<file path="config.mk">
export PLATFORM = sky130hd
export DESIGN_NAME = soml_frame_loader
export DESIGN_NICKNAME = d
export VERILOG_FILES = /design/src/rtl/soml_frame_loader.sv
export SDC_FILE = /design/constraint.sdc
export NUM_CORES = 1
export LEC_CHECK = 0
export BUFFER_PORTS_ARGS = -buffer_cell sky130_fd_sc_hd__buf_2
export CAP_MARGIN = 20
export CORE_MARGIN = 2
export CORE_UTILIZATION = 40
export DETAILED_ROUTE_END_ITERATION = 8
export HOLD_SLACK_MARGIN = 0.05
export PLACE_DENSITY = 0.59
export SKIP_CTS_REPAIR_TIMING = 1
export SLEW_MARGIN = 0
export SYNTH_ARGS = -nofsm -noshare
export SYNTH_HDL_FRONTEND = slang
export SYNTH_SLANG_ARGS = --single-unit
</file>
<file path="constraint.sdc">
create_clock -name clk -period 2.3 [get_ports clk]
set_input_delay 0.23 -clock clk [delete_from_list [all_inputs] [get_ports clk]]
set_output_delay 0.23 -clock clk [all_outputs]
set_load 0.005 [all_outputs]
</file>
<file path="src/rtl/soml_frame_loader.sv">
// Purpose: UART byte-stream frame loader for H/Y matrices (sync 0xA5, type, payload[, XOR checksum]); optional checksum via SOML_LOADER_CHKSUM_EN.
// Latency: element write strobe one cycle after its last byte; start/h_loaded update in the single COMMIT cycle after the last frame byte.
// Backpressure: none -- every rx_valid byte is consumed; an idle gap of TMO_CYC cycles mid-frame aborts the frame.
module soml_frame_loader #(
  parameter int N       = 32,
  parameter int NR      = 4,
  parameter int NT      = 4,
  parameter int NYCOL   = 2,
  parameter int TMO_CYC = 100000,
  localparam int RW     = (NR > 1) ? $clog2(NR) : 1,
  localparam int MAXC   = (NT > NYCOL) ? NT : NYCOL,
  localparam int CW     = (MAXC > 1) ? $clog2(MAXC) : 1
) (
  input  logic          clk,
  input  logic          rst_n,
  input  logic          rx_valid,
  input  logic [7:0]    rx_data,
  output logic          wr_en,
  output logic          wr_tgt,
  output logic [RW-1:0] wr_row,
  output logic [CW-1:0] wr_col,
  output logic [N-1:0]  wr_re,
  output logic [N-1:0]  wr_im,
  output logic          start,
  output logic          h_loaded,
  output logic          frame_err,
  output logic          busy
);

  localparam int EB  = 2 * (N / 8);          // bytes per complex element
  localparam int BCW = $clog2(EB);
  localparam int TW  = $clog2(TMO_CYC);

  localparam logic [2:0] S_IDLE    = 3'd0;
  localparam logic [2:0] S_TYPE    = 3'd1;
  localparam logic [2:0] S_PAYLOAD = 3'd2;
`ifdef SOML_LOADER_CHKSUM_EN
  localparam logic [2:0] S_CHK     = 3'd3;
`endif
  localparam logic [2:0] S_COMMIT  = 3'd4;

  localparam logic [BCW-1:0] BCNT_LAST = BCW'(EB - 1);
  localparam logic [RW-1:0]  ROW_LAST  = RW'(NR - 1);
  localparam logic [CW-1:0]  HCOL_LAST = CW'(NT - 1);
  localparam logic [CW-1:0]  YCOL_LAST = CW'(NYCOL - 1);
  localparam logic [TW-1:0]  TMO_LAST  = TW'(TMO_CYC - 1);

  logic [2:0]       state_q,  state_d;
  logic [BCW-1:0]   bcnt_q,   bcnt_d;
  logic [RW-1:0]    row_q,    row_d;
  logic [CW-1:0]    col_q,    col_d;
  logic [2*N-9:0]   sh_q,     sh_d;
  logic             is_y_q,   is_y_d;
  logic [TW-1:0]    tmo_q,    tmo_d;
  logic             wr_en_q,  wr_en_d;
  logic             wr_tgt_q, wr_tgt_d;
  logic [RW-1:0]    wr_row_q, wr_row_d;
  logic [CW-1:0]    wr_col_q, wr_col_d;
  logic [N-1:0]     wr_re_q,  wr_re_d;
  logic [N-1:0]     wr_im_q,  wr_im_d;
  logic             start_q,  start_d;
  logic             err_q,    err_d;
  logic             hl_q,     hl_d;
`ifdef SOML_LOADER_CHKSUM_EN
  logic [7:0]       chk_q,    chk_d;
`endif

  logic [2*N-1:0]   next_word;
  logic             last_elem;

  // Element assembly: bytes shift in MSB first, real word ends up in the upper half.
  assign next_word = {sh_q, rx_data};
  assign last_elem = is_y_q ? ((col_q == YCOL_LAST) && (row_q == ROW_LAST))
                            : ((row_q == ROW_LAST) && (col_q == HCOL_LAST));

  // Next-state logic: frame parsing, element addressing, commit and timeout handling.
  always_comb begin
    state_d  = state_q;
    bcnt_d   = bcnt_q;
    row_d    = row_q;
    col_d    = col_q;
    sh_d     = sh_q;
    is_y_d   = is_y_q;
    tmo_d    = tmo_q;
    wr_en_d  = 1'b0;
    wr_tgt_d = wr_tgt_q;
    wr_row_d = wr_row_q;
    wr_col_d = wr_col_q;
    wr_re_d  = wr_re_q;
    wr_im_d  = wr_im_q;
    start_d  = 1'b0;
    err_d    = 1'b0;
    hl_d     = hl_q;
`ifdef SOML_LOADER_CHKSUM_EN
    chk_d    = chk_q;
`endif

    case (state_q)
      // COMMIT treats any byte as an IDLE byte so back-to-back frames are not lost.
      S_IDLE, S_COMMIT: begin
        state_d = S_IDLE;
        tmo_d   = '0;
        if (rx_valid && (rx_data == 8'hA5)) state_d = S_TYPE;
      end
      S_TYPE: begin
        if (rx_valid) begin
          if ((rx_data == 8'h01) || (rx_data == 8'h02)) begin
            state_d = S_PAYLOAD;
            is_y_d  = (rx_data == 8'h02);
            bcnt_d  = '0;
            row_d   = '0;
            col_d   = '0;
`ifdef SOML_LOADER_CHKSUM_EN
            chk_d   = 8'h00;
`endif
          end else begin
            state_d = S_IDLE;
            err_d   = 1'b1;
          end
        end
      end
      S_PAYLOAD: begin
        if (rx_valid) begin
          sh_d = next_word[2*N-9:0];
`ifdef SOML_LOADER_CHKSUM_EN
          chk_d = chk_q ^ rx_data;
`endif
          if (bcnt_q == BCNT_LAST) begin
            bcnt_d   = '0;
            wr_en_d  = 1'b1;
            wr_tgt_d = is_y_q;
            wr_row_d = row_q;
            wr_col_d = col_q;
            wr_re_d  = next_word[2*N-1:N];
            wr_im_d  = next_word[N-1:0];
            // H walks row-major, Y walks column-major.
            if (is_y_q) begin
              if (row_q == ROW_LAST) begin
                row_d = '0;
                col_d = col_q + 1'b1;
              end else begin
                row_d = row_q + 1'b1;
              end
            end else begin
              if (col_q == HCOL_LAST) begin
                col_d = '0;
                row_d = row_q + 1'b1;
              end else begin
                col_d = col_q + 1'b1;
              end
            end
            if (last_elem) begin
`ifdef SOML_LOADER_CHKSUM_EN
              state_d = S_CHK;
`else
              state_d = S_COMMIT;
              if (is_y_q) start_d = hl_q;
              else        hl_d    = 1'b1;
`endif
            end
          end else begin
            bcnt_d = bcnt_q + 1'b1;
          end
        end
      end
`ifdef SOML_LOADER_CHKSUM_EN
      S_CHK: begin
        if (rx_valid) begin
          if (rx_data == chk_q) begin
            state_d = S_COMMIT;
            if (is_y_q) start_d = hl_q;
            else        hl_d    = 1'b1;
          end else begin
            state_d = S_IDLE;
            err_d   = 1'b1;
            if (!is_y_q) hl_d = 1'b0;
          end
        end
      end
`endif
      default: state_d = S_IDLE;
    endcase

    // Inter-byte timeout; the frame type is only known once past TYPE.
    if ((state_q != S_IDLE) && (state_q != S_COMMIT)) begin
      if (rx_valid) begin
        tmo_d = '0;
      end else if (tmo_q == TMO_LAST) begin
        tmo_d   = '0;
        state_d = S_IDLE;
        err_d   = 1'b1;
        if ((state_q != S_TYPE) && !is_y_q) hl_d = 1'b0;
      end else begin
        tmo_d = tmo_q + 1'b1;
      end
    end
  end

  // State and output registers, all cleared asynchronously.
  always_ff @(posedge clk or negedge rst_n) begin
    if (!rst_n) begin
      state_q  <= S_IDLE;
      bcnt_q   <= '0;
      row_q    <= '0;
      col_q    <= '0;
      sh_q     <= '0;
      is_y_q   <= 1'b0;
      tmo_q    <= '0;
      wr_en_q  <= 1'b0;
      wr_tgt_q <= 1'b0;
      wr_row_q <= '0;
      wr_col_q <= '0;
      wr_re_q  <= '0;
      wr_im_q  <= '0;
      start_q  <= 1'b0;
      err_q    <= 1'b0;
      hl_q     <= 1'b0;
`ifdef SOML_LOADER_CHKSUM_EN
      chk_q    <= 8'h00;
`endif
    end else begin
      state_q  <= state_d;
      bcnt_q   <= bcnt_d;
      row_q    <= row_d;
      col_q    <= col_d;
      sh_q     <= sh_d;
      is_y_q   <= is_y_d;
      tmo_q    <= tmo_d;
      wr_en_q  <= wr_en_d;
      wr_tgt_q <= wr_tgt_d;
      wr_row_q <= wr_row_d;
      wr_col_q <= wr_col_d;
      wr_re_q  <= wr_re_d;
      wr_im_q  <= wr_im_d;
      start_q  <= start_d;
      err_q    <= err_d;
      hl_q     <= hl_d;
`ifdef SOML_LOADER_CHKSUM_EN
      chk_q    <= chk_d;
`endif
    end
  end

  assign wr_en     = wr_en_q;
  assign wr_tgt    = wr_tgt_q;
  assign wr_row    = wr_row_q;
  assign wr_col    = wr_col_q;
  assign wr_re     = wr_re_q;
  assign wr_im     = wr_im_q;
  assign start     = start_q;
  assign frame_err = err_q;
  assign h_loaded  = hl_q;
  assign busy      = (state_q != S_IDLE);

endmodule
</file>
==> results by group, run 1 <==
Die
  • Die area: 0.01685 mm2
  • Die width: 129.8 um
  • Initial Util: 41.33%
  • CORE AREA: 0.01531 mm2
  • # IOs: 85
  • Die Y: 129.8 um
  • Core Rows: 45

Timing
  • Worst slew margin: 51.07%
  • Final Hold Fails: 0
  • Max Clock Skew: 0.005433 ns
  • Sum of negative setup slack: 0 ns
  • Unrepaired setup endpoints after global routing: false
  • Tcrit/Tclk final: 81.01%
  • Max Fclk: 536.7 MHz
  • Tmin final: 1.863 ns
  • Worst-margin pin slew: 0.7339 ns
  • Setup-failing EPs final: 0
  • Setup ws final: 0.4367 ns
  • Min Hold Slack: 0.05706 ns
  • Final slew viol count: 0

Synthesis
  • Leading area contributor after synthesis: dfrtp_1
  • Synth top area cells: dfrtp_1 (62%), nand2_1 (22%), xnor2_1 (1.2%), ha_1 (1.2%), clkbuf_1 (1.1%)
  • Sequential share of the synthesized area: 62.07%
  • Syn Std Cell Area: 0.006330 mm2
  • Mapped Cells: 697
  • Synth unique cells: 41
  • Synth Net Count: 714
  • Avg Cell Area, Syn: 9.082 um2
  • Synth top area share: 62.07%
  • Yosys reg bits: 157
  • YS warnings: 0

Pwr
  • Int Pwr: 4358 uW
  • Sequential Power Share: 51.0%
  • Pleak: 0.004248 uW
  • P per Cell Area: 726.1 mW/mm2
  • Switching pwr: 1117 uW
  • Net Sw Frac: 20.41%
  • Max VDD drop: 0.4979 mV
  • Combinational power share: 2.1%
  • Clock power frac: 47.0%

Setup path
  • Crit path arrival time: 2.21 ns
  • CP Launch Type: register
  • Critical Path Sink Type: register
  • Crit Path Category: reg -> reg
  • Worst endpoint required time: 2.65 ns
  • Crit path max fanout: 73

Global route
  • First-pass GRT wire length: 23.09 mm
  • GRT Residual Overflow: 0
  • Largest net degree at the start of global routing: 74
  • Antenna violations before repair: 0
  • Vias in the first global route: 4,809
  • Overall Global Routing Usage: 17.47%

Clock network
  • Htree depth: 4
  • Maximum buffer depth of the clock tree: 2
  • TritonCTS clock tree: done
  • Clock tree sinks: 157
  • Clock transition at path regs: 0.06 ns
  • Total CTS buffers: 17
  • Clock latency at the later pin of the worst-skew pair: 0.42 ns
  • CTS root buffer: clkbuf_16

Detailed routing
  • Antenna viol nets, final: 0
  • DR vias: 4,843
  • Initial DRC count: 337
  • Post-route DRC: 0
  • WL final: 13.80 mm
  • Via density: 4.843
  • Pre-Repair DR Iteration Count: 4
  • Routed len/inst: 13.80 um

Cells and area
  • Layout cells sized above 1: 16.22%
  • Register area: 0.003929 mm2
  • Area of the multi-input gates: 0.002256 mm2
  • Commonest non-fill, non-tap cells in the layout: nand2_1 (376), dfrtp_1 (157), buf_2 (83)
  • Layout Nets: 795
  • Final core occ: 49.24%
  • Filler cell count: 1,497
  • Most common cell after layout, fill and taps aside: nand2_1
  • Area Overhead vs Synth: 19.13%
  • ANT cells: 0

Job
  • Max-cap violations: 0

Worst hold path
  • Path type of the worst min-delay path: in -> reg

Status
  • Status: complete, no violations

Placed design
  • Routability congestion estimate: 0.8144
  • DP Wirelength: 9.246 mm
  • Port buffer count: 84
  • Pre-CTS setup slack: 0.4298 ns
==> area by class of cell <==
type,instances,area share (%)
Sequential cell,157,52.10
Clock buffer,22,6.288
Clock inverter,8,0.8960
Inverter,7,0.3484
Tap cell,211,3.501
Timing Repair Buffer,93,6.952
Multi-Input combinational cell,502,29.92
==> state kept, by name (all words and copies together) (netlist names) <==
| signal | flops |
|---|---|
| bcnt_q | 3 |
| h_loaded | 1 |
| wr_en | 1 |
| state_q | 3 |
| wr_col | 2 |
| col_q | 2 |
| wr_tgt | 1 |
| tmo_q | 17 |
| sh_q | 56 |
| start | 1 |
| is_y_q | 1 |
| wr_row | 2 |
| frame_err | 1 |
| wr_im | 32 |
| row_q | 2 |
| wr_re | 32 |
==> worst max-delay path, stage by stage, from the launching register on <==
cell     delay (ns)
dfrtp_1        0.40
ha_1           0.21
ha_1           0.24
nand2_2        0.09
buf_4          0.57
nand2_1        0.13
nand2_1        0.10
==> power by group through the flow <==
stage	logic [uW]	registers [uW]	clock network, uW
global route	134	2790	2780
detailed placement	117	2840	0
finish	114	2790	2570
global placement	114	2840	0
CTS	118	2790	2640
floorplan	26.5	2840	0
==> stage by stage <==
| step | instances | area, um2 | power, uW |
|---|---|---|---|
| finish | 1000 | 7541 | 5475 |
| global route | 1000 | 7541 | 5700 |
| floorplan | 697 | 6330 | 2862 |
| CTS | 998 | 7521 | 5547 |
| global placement | 968 | 6979 | 2953 |
| detailed placement | 968 | 6979 | 2956 |
==> cells in the mapped netlist <==
cell type	instances
or4_1	2
or3_1	3
nand4b_1	1
nor3_1	6
a31oi_1	2
a211o_1	1
o21a_1	1
and4_2	1
o21bai_1	1
o311ai_0	1
nand2_1	378
nor4b_1	3
nor3b_2	1
nand4_1	8
nor2_1	19
buf_1	6
nand2b_1	1
xor2_1	6
dfrtp_1	157
and4bb_2	2
a21o_1	3
o32ai_1	1
buf_2	6
or3b_2	1
ha_1	6
clkbuf_1	19
o2111ai_1	1
nor2b_1	2
and2_1	2
xnor2_1	9
nand3_2	1
a2111oi_0	1
inv_1	7
and4_1	2
a21oi_1	2
nand3_1	10
a22oi_1	1
nor4_1	5
o21ai_0	13
o31ai_1	1
and3_1	4
==> cells by family (layout without fill, tap and decap cells) <==
logic type | Yosys count | count (layout) | synth area share [%]
AO/OA/AOI/OAI | 29 | 29 | 2.906
XOR/XNOR | 15 | 15 | 2.076
adder cells (fa/ha/maj) | 6 | 6 | 1.186
buffers and inverters | 38 | 130 | 2.372
flip-flops | 157 | 157 | 62.07
AND/OR/NAND/NOR | 452 | 452 | 29.39
==> per-layer routing <==
metal  global-route usage (%)  wire, um  up-vias
met5                        0         0        -
met1                    23.16      6537     2367
li1                         -         -     2372
met4                    4.934       107        0
met2                    28.06      6626       98
met3                    5.289       524        6
==> worst paths after layout <==
check / slack (ns) / startpoint / cells past startpoint / end
min: 0.06 / rx_data[6] / 3 / sh_q[6]
min in group asynchronous: 0.40 / rst_n / 2 / wr_re[19]
max reg2reg: 0.44 / bcnt_q[0] / 6 / wr_im[22]
max in group asynchronous: 1.17 / rst_n / 3 / wr_im[13]
min reg2reg: 0.46 / wr_re[27] / 2 / wr_re[27]
max: 0.44 / bcnt_q[0] / 6 / wr_im[22]
Note: power is estimated with default switching activity, not from simulation.
==> run 2, diff against run 1 <==
--- a/config.mk
+++ b/config.mk
@@ -5,6 +5,7 @@
 export SDC_FILE = /design/constraint.sdc
 export NUM_CORES = 1
 export LEC_CHECK = 0
+export ABC_AREA = 1
 export BUFFER_PORTS_ARGS = -buffer_cell sky130_fd_sc_hd__buf_2
 export CAP_MARGIN = 20
 export CORE_MARGIN = 2
==> constraint.sdc (replaced) <==
create_clock -name clk -period 1.84 [get_ports clk]
set_input_delay 0.184 -clock clk [delete_from_list [all_inputs] [get_ports clk]]
set_output_delay 0.184 -clock clk [all_outputs]
set_load 0.005 [all_outputs]
==> run 2 against run 1 <==
  * Power up 25%
  * Clock power up 27%
  * Flip-flop and latch count unchanged
  * Synthesized cell count up 2.6%
  * Clock skew up 0.0018 ns
  * Critical endpoint is now wr_re[10]
  * Wire length down 0.25%
  * Largest power group unchanged
  * Non-clock buffer count up 9
  * Via count down 0.27%
  * Combinational power up 9%
  * Core utilization down 0.28 points
  * Cell area up 2.8%
==> results by group, run 2 <==
Synthesis
  • Mapped Cells: 715 (+2.6%)
  • Avg Cell Area, Syn: 9.051 um2 (-0.34%)
  • Syn Std Cell Area: 0.006471 mm2 (+2.2%)
  • Leading area contributor after synthesis: dfrtp_1
  • Number of enable flip-flop cells after synthesis: 0 (unchanged)
  • Synth top area cells: dfrtp_1 (61%), nand2_1 (13%), inv_1 (4.8%), o21ai_0 (4.6%), o21ai_1 (4.1%)
  • Synth unique cells: 27 (-34%)
  • Asr flop ratio synth: 100.0% (unchanged)
  • Top FF cell, synth: dfrtp_1
  • Top-count cell post-synth: nand2_1
  • Synth cell count leaders: nand2_1 (220), dfrtp_1 (157), inv_1 (83)
  • YS warnings: 0 (unchanged)
  • Synth top area share: 60.71% (-1.4 points)
  • Synth Net Count: 732 (+2.5%)
  • Sequential share of the synthesized area: 60.71% (-1.4 points)
  • Yosys reg bits: 157 (unchanged)

Detailed routing
  • Antenna viol nets, final: 0 (unchanged)
  • Routed len/inst: 13.26 um (-3.9%)
  • Via density: 4.653 (-3.9%)
  • DR vias: 4,830 (-0.27%)
  • WL final: 13.76 mm (-0.25%)
  • Uppermost layer routed: met4
  • Met1 wire length: 6.454 mm (-1.3%)
  • Post-route DRC: 0 (unchanged)
  • Met3 wire length: 585 um (+12%)
  • Initial DRC count: 313 (-7.1%)
  • Met2 WL post-DR: 6.529 mm (-1.5%)
  • Pre-Repair DR Iteration Count: 4 (unchanged)

Status
  • Status: complete, no violations

Die
  • Core Rows: 46 (+2.2%)
  • Initial Util: 40.89% (-0.45 points)
  • # IOs: 85 (unchanged)
  • Die Y: 131.2 um (+1.1%)
  • Die width: 131.2 um (+1.1%)
  • CORE AREA: 0.01583 mm2 (+3.3%)
  • Die area: 0.01721 mm2 (+2.2%)

Setup path
  • CP max stage delay: 0.41 ns (-0.16 ns)
  • Crit Path Category: reg -> reg
  • Crit path max-delay family: adder cells
  • Worst endpoint required time: 2.18 ns (-0.47 ns)
  • Reg2reg start: bcnt_q[0]
  • Crit path max fanout: 45 (-38%)
  • CP Launch Type: register
  • Reg2Reg Capture Point: wr_re[10]
  • Worst Reg-to-Reg Cells: 8 (+2)
  • R2R setup slack: 0.15 ns (-0.29 ns)
  • Crit-path slowest cell: dfrtp_1
  • Worst path cell trace: ha_1, ha_1, nand2_2, nor2_8, inv_4, buf_12, nand2_1, o21ai_1
  • Crit-path most repeated cell: ha_1
  • Crit path arrival time: 2.03 ns (-0.18 ns)
  • Buf+Inv Stages, Crit Path: 2 (+1)
  • Critical Path Sink Type: register

Timing
  • Sum of negative setup slack: 0 ns (unchanged)
  • Final Hold Fails: 0 (unchanged)
  • Unrepaired setup endpoints after global routing: false
  • Max Clock Skew: 0.007189 ns (+0.001756 ns)
  • Worst-margin pin slew: 0.4700 ns (-0.2639 ns)
  • Setup-failing EPs final: 0 (unchanged)
  • Worst slew margin: 68.66% (+18 points)
  • Setup ws final: 0.1454 ns (-0.2913 ns)
  • Max Fclk: 590.1 MHz (+10%)
  • Tmin final: 1.695 ns (-0.1687 ns)
  • Final slew viol count: 0 (unchanged)
  • Tcrit/Tclk final: 92.10% (+11 points)

Clock network
  • Htree depth: 4 (unchanged)
  • Clock latency at the later pin of the worst-skew pair: 0.42 ns (about the same)
  • Total CTS buffers: 17 (unchanged)
  • Clock tree sinks: 157 (unchanged)
  • Maximum buffer depth of the clock tree: 2 (unchanged)
  • TritonCTS clock tree: done
  • CTS root buffer: clkbuf_16
  • Clock transition at path regs: 0.06 ns (about the same)

Worst hold path
  • Path type of the worst min-delay path: in -> reg
  • Worst-case hold path end point: wr_im[6]
  • Worst Hold Path Cells: 3 (unchanged)
  • Hold_sp: rx_data[6]

Cells and area
  • Most common cell after layout, fill and taps aside: nand2_1
  • Top reg by flops: sh_q
  • Layout cells sized above 1: 17.15% (+0.93 points)
  • Area Overhead vs Synth: 19.76%
  • ANT cells: 0 (unchanged)
  • Layout Nets: 828 (+4.2%)
  • Commonest non-fill, non-tap cells in the layout: nand2_1 (220), dfrtp_1 (157), inv_1 (83), buf_2 (83), o21ai_0 (59)
  • Max reg flops: 56 (unchanged)

Global route
  • First-pass GRT wire length: 23.29 mm (+0.90%)
  • Largest net degree at the start of global routing: 50 (-32%)
  • GRT Residual Overflow: 0 (unchanged)
  • Antenna violations before repair: 0 (unchanged)
  • Vias in the first global route: 4,833 (+0.50%)
  • Overall Global Routing Usage: 16.67% (-0.80 points)

Placed design
  • Port buffer count: 84 (unchanged)
  • Routability congestion estimate: 0.8431 (+3.5%)
  • DP Wirelength: 9.802 mm (+6.0%)
  • Pre-CTS setup slack: 0.07562 ns (-0.3542 ns)

Pwr
  • Pleak: 0.003861 uW (-9.1%)
  • P per Cell Area: 884.1 mW/mm2 (+22%)
  • Max VDD drop: 0.6514 mV (+31%)

Job
  • Max-cap violations: 0 (unchanged)
==> run 2: cell types whose count changed after synthesis, moves of 9 or more <==
cell / delta
clkbuf_1: -10
nand2_1: -158
nor2_1: +37
o21ai_0: +46
inv_1: +76
o21ai_1: +53
xnor2_1: -9
buf_6: +12
==> run 2: power by group <==
part           leakage, uW  switching, uW  internal, uW
Combinational      0.00143           94.9          29.1
Clock             0.000262           1350          1920
Sequential         0.00217           1.66          3460
Total              0.00386           1440          5410
==> run 2: worst reg2reg max path, cell delays in order (launching register included) <==
cell and delay, ns:
dfrtp_1 0.41, ha_1 0.22, ha_1 0.22, nand2_2 0.13, nor2_8 0.06, inv_4 0.16, buf_12 0.24, nand2_1 0.09
o21ai_1 0.09
==> run 2: layout make-up <==
class	instances	area (um2)
Clock buffer	21	460.4
Clock inverter	9	88.84
Inverter	85	321.6
Fill cell	1512	8078
Timing Repair Buffer	102	645.6
Multi-Input combinational cell	448	2034
Tap cell	216	270.3
Sequential cell	157	3929
==> run 2: cells by family after synthesis <==
kind of cell,count (synthesis),synth area share (%)
fa+ha+maj,6,1.160
flops,157,60.71
xor+xnor,3,0.4061
buf+inv,110,7.850
compound gates,124,9.938
simple gates,315,19.93
==> run 2: layer usage <==
| metal | global-route usage, % | vias up |
|---|---|---|
| met4 | 6.643 | 0 |
| met5 | 0 | - |
| li1 | - | 2433 |
| met2 | 27.28 | 106 |
| met3 | 4.051 | 16 |
| met1 | 21.41 | 2275 |
==> run 2: how the worst max path moves through the flow <==
stage	start	end	slack, ns	depth (start not counted)
3_5_place_dp	bcnt_q[0]	wr_re[10]	0.08	8
4_1_cts	bcnt_q[0]	wr_re[10]	0.06	8
6_report	bcnt_q[0]	wr_re[10]	0.15	8
3_3_place_gp	bcnt_q[0]	wr_re[5]	0.18	8
2_1_floorplan	bcnt_q[0]	wr_col[1]	0.32	7
5_1_grt	tmo_q[0]	tmo_q[14]	0.003	8
==> run 2: through the flow <==
stage / cells / total power, uW / hold WS [ns] / utilization (%) / cell area, um2
global route: 1038 / 7102 / 0.05746 / 48.96 / 7750
CTS: 1036 / 6953 / -0.3009 / 48.81 / 7725
finish: 1038 / 6851 / 0.05347 / 48.96 / 7750
global placement: 1006 / 3645 / 0.1504 / 45.34 / 7176
floorplan: 715 / 3538 / -0.1116 / - / 6471
detailed placement: 1006 / 3648 / 0.1542 / 45.34 / 7176
